[src/rtl/ahb_lite_pkg.sv]
// ahb_lite_pkg: shared AHB-Lite encodings and bus widths
package ahb_lite_pkg;
    localparam int AHB_AW = 32;
    localparam int AHB_DW = 32;
    typedef enum logic [1:0] {
        HTRANS_IDLE   = 2'b00,
        HTRANS_BUSY   = 2'b01,
        HTRANS_NONSEQ = 2'b10,
        HTRANS_SEQ    = 2'b11
    } htrans_t;
    localparam logic HRESP_OKAY  = 1'b0;
    localparam logic HRESP_ERROR = 1'b1;
endpackage

[src/rtl/ahb_addr_decode.sv]
// ahb_addr_decode: combinational base/mask decode with lowest-index priority
module ahb_addr_decode
    import ahb_lite_pkg::*;
#(
    parameter int                     NSLV     = 4,
    parameter logic [NSLV*AHB_AW-1:0] SLV_BASE = {32'h4001_0000, 32'h4000_0000, 32'h2000_0000, 32'h0000_0000},
    parameter logic [NSLV*AHB_AW-1:0] SLV_MASK = {NSLV{32'hFFFF_0000}}
) (
    input  logic [AHB_AW-1:0] HADDR,
    output logic [NSLV-1:0]   HSEL,
    output logic              HSELDEF
);
    logic hit;

    // first matching region claims the select so HSEL stays one-hot on overlap
    always_comb begin
        HSEL = '0;
        hit  = 1'b0;
        for (int i = 0; i < NSLV; i++)
            if (!hit && ((HADDR & SLV_MASK[i*AHB_AW +: AHB_AW]) == SLV_BASE[i*AHB_AW +: AHB_AW])) begin
                HSEL[i] = 1'b1;
                hit     = 1'b1;
            end
        HSELDEF = ~hit;
    end
endmodule

[src/rtl/ahb_slave_decode_mux.sv]
// ahb_slave_decode_mux: AHB-Lite decoder, data-phase response mux and decode-miss log
module ahb_slave_decode_mux
    import ahb_lite_pkg::*;
#(
    parameter int                     NSLV     = 4,
    parameter logic [NSLV*AHB_AW-1:0] SLV_BASE = {32'h4001_0000, 32'h4000_0000, 32'h2000_0000, 32'h0000_0000},
    parameter logic [NSLV*AHB_AW-1:0] SLV_MASK = {NSLV{32'hFFFF_0000}}
) (
    input  logic                   HCLK,
    input  logic                   HRESET,
    input  logic [AHB_AW-1:0]      HADDR,
    input  logic [1:0]             HTRANS,
    output logic [NSLV-1:0]        HSEL,
    output logic                   HSELDEF,
    input  logic [NSLV-1:0]        HREADYOUT_S,
    input  logic [NSLV-1:0]        HRESP_S,
    input  logic [NSLV*AHB_DW-1:0] HRDATA_S,
    input  logic                   HREADYOUT_DEF,
    input  logic                   HRESP_DEF,
    output logic                   HREADY,
    output logic                   HRESP,
    output logic [AHB_DW-1:0]      HRDATA,
    input  logic                   MISS_CLR,
    output logic                   MISS_VALID,
    output logic [AHB_AW-1:0]      MISS_ADDR,
    output logic [7:0]             MISS_CNT
);
    logic [NSLV:0] dsel;
    logic          miss;

    ahb_addr_decode #(
        .NSLV     (NSLV),
        .SLV_BASE (SLV_BASE),
        .SLV_MASK (SLV_MASK)
    ) u_decode (
        .HADDR   (HADDR),
        .HSEL    (HSEL),
        .HSELDEF (HSELDEF)
    );

    assign miss = HREADY & HTRANS[1] & HSELDEF;

    // data-phase owner advances whenever the bus is ready, held through wait states
    always_ff @(posedge HCLK) begin
        if (HRESET)
            dsel <= '0;
        else if (HREADY)
            dsel <= {HSELDEF, HSEL};
    end

    // one-hot AND-OR response mux; an empty dsel looks like an idle OKAY bus
    always_comb begin
        HREADY = ~|dsel | (dsel[NSLV] & HREADYOUT_DEF);
        HRESP  = dsel[NSLV] & HRESP_DEF;
        HRDATA = '0;
        for (int i = 0; i < NSLV; i++) begin
            HREADY = HREADY | (dsel[i] & HREADYOUT_S[i]);
            HRESP  = HRESP | (dsel[i] & HRESP_S[i]);
            HRDATA = HRDATA | ({AHB_DW{dsel[i]}} & HRDATA_S[i*AHB_DW +: AHB_DW]);
        end
    end

    // miss log: a qualifying miss overrides a coincident clear and restarts the count at 1
    always_ff @(posedge HCLK) begin
        if (HRESET) begin
            MISS_VALID <= 1'b0;
            MISS_ADDR  <= '0;
            MISS_CNT   <= '0;
        end else if (miss) begin
            MISS_VALID <= 1'b1;
            MISS_ADDR  <= HADDR;
            MISS_CNT   <= MISS_CLR ? 8'd1 : (&MISS_CNT ? MISS_CNT : MISS_CNT + 8'd1);
        end else if (MISS_CLR) begin
            MISS_VALID <= 1'b0;
            MISS_ADDR  <= '0;
            MISS_CNT   <= '0;
        end
    end
endmodule

[config.mk]
export PLATFORM = sky130hd
export DESIGN_NAME = ahb_slave_decode_mux
export DESIGN_NICKNAME = d
export VERILOG_FILES = /design/src/rtl/ahb_lite_pkg.sv /design/src/rtl/ahb_addr_decode.sv /design/src/rtl/ahb_slave_decode_mux.sv
export SDC_FILE = /design/constraint.sdc
export NUM_CORES = 1
export LEC_CHECK = 0
export ABC_AREA = 1
export CAP_MARGIN = 20
export CORE_AREA = 2 2 98 100
export DETAILED_ROUTE_END_ITERATION = 12
export DIE_AREA = 0 0 100 102
export HOLD_SLACK_MARGIN = 0.1
export PLACE_DENSITY_LB_ADDON = 0.25
export RECOVER_POWER = 50
export SLEW_MARGIN = 20
export SYNTH_ARGS = -nofsm -noshare
export SYNTH_HDL_FRONTEND = slang
export SYNTH_SLANG_ARGS = --single-unit
[constraint.sdc]
create_clock -name HCLK -period 3.29 [get_ports HCLK]
set_input_delay 0.329 -clock HCLK [delete_from_list [all_inputs] [get_ports HCLK]]
set_output_delay 0.329 -clock HCLK [all_outputs]
set_load 0.02 [all_outputs]
## Yosys cells after proc, flatten, opt, wreduce, memory -nomap -nowiden

Index checks and enable logic that the tools add are counted.

| word-level totals | value |
|---|---|
| register bits after elaboration | 46 |
| word-level logic and storage cells | 65 |

| cells by class | value |
|---|---|
| bitwise logic cells | 29 |
| mux-type cells | 15 |
| reduce and logical (&&, ||, !) cells | 12 |
| equal/unequal tests | 4 |
| $add $sub $neg | 1 |

Operator list:

| kind | count |
|---|---|
| 32-bit bitwise AND | 4 |
| 32-bit OR | 3 |
| 32-bit two-way mux | 2 |
| 16-bit by 15-bit == test with 1-bit output, second input constant | 2 |
| 32-bit zero test | 1 |
| 8-bit two-way mux | 4 |
| 16-bit by 14-bit == test with 1-bit output, second input constant | 1 |
| 1-bit bitwise AND | 12 |
| 1-bit two-way mux | 9 |
| 1-bit OR | 9 |
| 8-bit by 1-bit adder with 8-bit output, second input constant | 1 |
| 8-bit AND reduction | 1 |
| 5-bit OR reduction | 1 |
| 1-bit zero test | 4 |
| 1-bit logical AND | 3 |
| 2-bit inequality test, second input constant | 1 |
| 2-bit AND reduction | 1 |
| 2-bit nonzero test | 1 |
| 1-bit inverter | 1 |

## Longest topological paths before layout

| depth | value |
|---|---|
| depth in word-level cells | 15 |
| depth in mapped cells | 12 |

## By module

From an unflattened synthesis, not the netlist that was laid out.

| second synthesis, totals | value |
|---|---|
| cell total of the unflattened synthesis | 471 |
| area total of the unflattened synthesis | 3044.2 um^2 |

Modules (own cells, without submodules):

| module | cells each | sequential area each (um^2) | area each (um^2) | instances |
|---|---|---|---|---|
| ahb_slave_decode_mux | 436 | 920.9 | 2884.0 | 1 |
| ahb_addr_decode | 35 | 0.0 | 160.2 | 1 |

## Worst setup path after synthesis

OpenSTA, ideal clock, no wires.

| timing path | value |
|---|---|
| path type | in2out |
| start point | input port HADDR[23] |
| end point | output port HSELDEF |
| path buffers | 2 |
| stages | 8 |
| required time | 2.961 ns |
| arrival | 1.321 ns |
| path slack | 1.640 ns |
| path through | nor2_1 -> nand2_1 -> nor2_1 -> and2_4 -> nor2_4 -> and2_1 -> buf_6 -> buf_6 |

| on the way | value |
|---|---|
| cells in the longest elaborated chain, start to end | 12 |
| elaborated cells on any way between the ends | 15 |

RTL lines:

| element | RTL line | text |
|---|---|---|
| start: declaration | ahb_slave_decode_mux.sv:11 | `input logic [AHB_AW-1:0] HADDR,` |
| 32-bit zero test | ahb_addr_decode.sv:20 | `if (!hit && ((HADDR & SLV_MASK[i*AHB_AW +: AHB_AW]) == SLV_BASE[i*AHB_AW +: AHB_AW])) begin` |
| 1-bit two-way mux | ahb_addr_decode.sv:20 |  |
| 1-bit zero test | ahb_addr_decode.sv:20 |  |
| 1-bit logical AND | ahb_addr_decode.sv:20 |  |
| 1-bit two-way mux | ahb_addr_decode.sv:20 |  |
| 1-bit zero test | ahb_addr_decode.sv:20 |  |
| 1-bit logical AND | ahb_addr_decode.sv:20 |  |
| 1-bit two-way mux | ahb_addr_decode.sv:20 |  |
| 1-bit zero test | ahb_addr_decode.sv:20 |  |
| 1-bit logical AND | ahb_addr_decode.sv:20 |  |
| 1-bit two-way mux * | ahb_addr_decode.sv:20 |  |
| 1-bit inverter * | ahb_addr_decode.sv:24 | `HSELDEF = ~hit;` |
| end: declaration | ahb_slave_decode_mux.sv:14 | `output logic HSELDEF,` |

Mark *: on every way between the ends. The rest lies on a longest branch, timed or not.

## Worst setup path after layout

| timing path | value |
|---|---|
| start point | register dsel[3] |
| end point | output port HREADY |

| on the way | value |
|---|---|
| cells in the longest elaborated chain, start to end | 7 |
| elaborated cells on any way between the ends | 8 |

RTL lines:

| element | RTL line | text |
|---|---|---|
| start: declaration | ahb_slave_decode_mux.sv:28 | `logic [NSLV:0] dsel;` |
| start signal: assignment | ahb_slave_decode_mux.sv:48 | `dsel <= {HSELDEF, HSEL};` |
| 5-bit OR reduction | ahb_slave_decode_mux.sv:53 | `HREADY = ~\|dsel \| (dsel[NSLV] & HREADYOUT_DEF);` |
| 1-bit zero test | ahb_slave_decode_mux.sv:53 |  |
| 1-bit OR | ahb_slave_decode_mux.sv:53 |  |
| 1-bit OR (3 in a row) | ahb_slave_decode_mux.sv:57 | `HREADY = HREADY \| (dsel[i] & HREADYOUT_S[i]);` |
| 1-bit OR * | ahb_slave_decode_mux.sv:57 |  |
| end: declaration | ahb_slave_decode_mux.sv:20 | `output logic HREADY,` |

Marked as above.

==> summary.txt <==
Detailed routing
  • WL final: between 10,000 and 15,000 um
  • Iter 0 DRT Violations: 181
  • Drt first pass iters: 5
  • Vias per inst: 5.11
  • Vias: 4,143
  • Final antenna-violating net count: 0
  • DR DRC count: 0
  • Wire length per cell: 16.4 um

Synth
  • Post-synthesis xor/xnor area fraction: around 1.2%
  • Share of the synthesized area in the top cell type: approximately a third
  • Cell count after synthesis: 464
  • Seq/Total Area, Yosys: 31.4%
  • Synthesized cell area: slightly below 3000 um2
  • Distinct cells, synth: 31
  • Yosys top cell by area: dfxtp_1
  • Main combinational cell family by area after synthesis: simple AND/OR/NAND/NOR gates
  • Synthesized-area fraction occupied by and/or/nand/nor cells: 48.7%
  • Post-synthesis mux area share: 0%
  • Synthesis warning total: 0
  • Synth Area in Compound Gates: about 8.9%
  • Register bit total from synthesis: 46
  • Top post-synthesis cells by area: dfxtp_1 (31%), nand2_1 (22%), nand3_1 (12%), nand4_1 (8.5%), a21oi_1 (8.0%)
  • Synth Area in Adders: less than 1%
  • Synth Net Count: 640
  • Average cell area after synthesis: roughly 6.3 um2

Clock tree
  • Clk Tree Root Cell: clkbuf_8
  • Setup Buffers After CTS: 0
  • Post-CTS sizing: 0
  • CTS tree: done
  • CTS H-tree lvls: 2
  • Total clock buffers created by CTS: 5
  • Clock-pin slew on the worst setup and hold paths: 90 ps
  • CTS Buffer Depth: 2
  • Clk_lat worst skew: 300 ps
  • Sink Count: 46
  • CTS Hold Bufs: 0

Setup path
  • Critical Path Most Common Cell: nand2_1
  • CP delay by family, top: flip-flops
  • Data arrival, critical path: 2390 ps
  • CP Cell Sequence: nand2_1 > nand3_1 > nor2_2 > nand2_1 > clkdlybuf4s50_1
  • Worst path max stage delay: 810 ps
  • CP Capture Type: output pin
  • Startpoint Class: flip-flop
  • CP Buf/Inv Count: 1
  • Crit path max fanout: 19
  • Critical path class: reg2out
  • Critical Path RT: 2960 ps
  • Slowest cell on the critical path: dfxtp_1

Power and ir drop
  • Comb power frac: between 60% and 70%
  • Worst VDD drop: 0.375 mV
  • Power Dens Cells: 667 nW/um2
  • Switch share: 46.0%
  • Internal cell power: 2000 uW
  • Leakage: between 0.002 and 0.0025 uW
  • Clk pwr share: 11.4%
  • Flop pwr share: a little over a fifth
  • Net switching power: approximately 1700 uW

STA
  • Crit path time final: 2720 ps
  • Fin Clk Skew: 6.08 ps
  • F_max: 367 MHz
  • Fin Setup TNS: 0 ps
  • Worst-margin pin slew: 804 ps
  • Final-report setup violation count: 0
  • Slew Limit Fails: 0
  • Final hold violations: 0
  • Final Cycle Share: 82.8%
  • RSZ-0062 raised after global routing: false
  • Relative slew slack: 46.4%

Floorplan
  • Die area: 10,200 um2
  • I/O pins: around 260
  • Starting density of the core: approximately a third
  • Die Y: roughly 100 um
  • DIE WIDTH: 100 um
  • Core area: 9110 um2
  • Site Rows: 35

Global route
  • Global route overflow: 0
  • Initial antenna violation count: 3
  • First-pass GRT wire length: 19,100 um
  • Largest net degree at the start of global routing: between 40 and 50
  • Total GRT Usage: 23.5%
  • Vias in the first global route: between 3k and 4k

Cells and area
  • Final Util: between 60% and 70%
  • Layout Area Growth over Synthesis: 89.7%
  • Final #Nets: between 800 and 900
  • Most common cell after layout, fill and taps aside: clkdlybuf4s50_1
  • Most frequent cells in the layout: clkdlybuf4s50_1 (212), nand2_1 (169), nand3_1 (71)
  • Proportion of layout cells with a drive suffix above 1: under 10%

Placed design
  • Port bufs: 253
  • Routability cong.: 0.883
  • Final HPWL DP: between 10,000 and 15,000 um

Outcome
  • Status: finished, final reports clean

Min path
  • Worst Hold Class: reg2reg

Flow run
  • Total of max-cap violations: 0
==> layout make-up <==
class / count / area, um2
multi-input combinational: 367 / 1730
fill: 834 / 3550
antenna: 1 / 2.50
inverter: 14 / 55.1
clock buffer: 6 / 72.6
tap: 111 / 139
timing repair buffer: 263 / 2600
sequential: 46 / 921
clock inverter: 2 / 37.5
==> synthesized netlist by cell type <==
cell type and n:
clkinv_1 1, dfxtp_1 46, o21ai_0 2, buf_1 5
nor2_4 1, inv_4 1, nand3b_1 1, ha_1 1
and2_4 1, xor2_1 4, nor2_8 1, buf_4 1
buf_6 9, a211oi_1 1, nand3_4 1, a21oi_1 47
inv_1 12, or2_2 1, and3_1 1, nor2_2 1
nand2_1 168, nand4_1 40, nor2_1 20, nand3_1 71
buf_2 6, a221oi_1 1, nand2_2 1, nand2_4 1
and2_1 1, clkbuf_1 16, nor3_2 1
==> worst register-to-register path: cells and delay by family (launching register included) <==
| family | cells | cell delay (ps) |
|---|---|---|
| flops | 1 | 810 |
| compound gates | 1 | 180 |
| buf+inv | 2 | 720 |
| simple gates | 6 | 870 |
==> power by group through the flow <==
stage,logic [uW],registers (uW),clock network [uW]
after floorplan,1380,820,0
after global placement,2520,812,0
after detailed placement,2540,819,0
after CTS,2550,808,428
after global routing,2680,827,452
final,2480,804,422
==> registers in the layout, indices dropped and copies added, names as in the netlist <==
register    cells
MISS_CNT        8
dsel            5
MISS_VALID      1
MISS_ADDR      32
==> metal layers <==
metal,track usage (%),wire length (um),vias up,part of all wire (%)
met5,0,26,-,0.20
met4,7.27,301,4,2.3
met3,7.59,1320,24,9.9
met2,42.2,6740,202,51
met1,26.7,4870,1888,37
li1,-,-,2025,-
==> cell families after synthesis <==
logic type | Yosys count
buffers and inverters | 51
AO/OA/AOI/OAI | 51
adder cells (fa/ha/maj) | 1
flip-flops | 46
XOR/XNOR | 4
AND/OR/NAND/NOR | 311
==> metrics by stage <==
stage | power, uW | worst slack, ps | hold WS (ps) | cells | instance area [um2]
2_1_floorplan | 2200 | 1640 | 480 | 464 | 2930
3_3_place_gp | 3330 | 723 | 453 | 801 | 5460
3_5_place_dp | 3360 | 681 | 458 | 801 | 5460
4_1_cts | 3780 | 604 | 474 | 809 | 5570
5_1_grt | 3960 | 282 | 483 | 810 | 5560
6_report | 3710 | 567 | 467 | 810 | 5560
==> worst paths after layout <==
path	start	endpoint	slack (ps)	depth (start not counted)
setup / recovery	dsel[3]	HREADY	570	5
hold / removal	MISS_VALID	MISS_VALID	470	2
setup reg to reg	dsel[3]	MISS_CNT[3]	640	9
hold reg to reg	MISS_VALID	MISS_VALID	470	2
(Power assumes the default switching activity.)
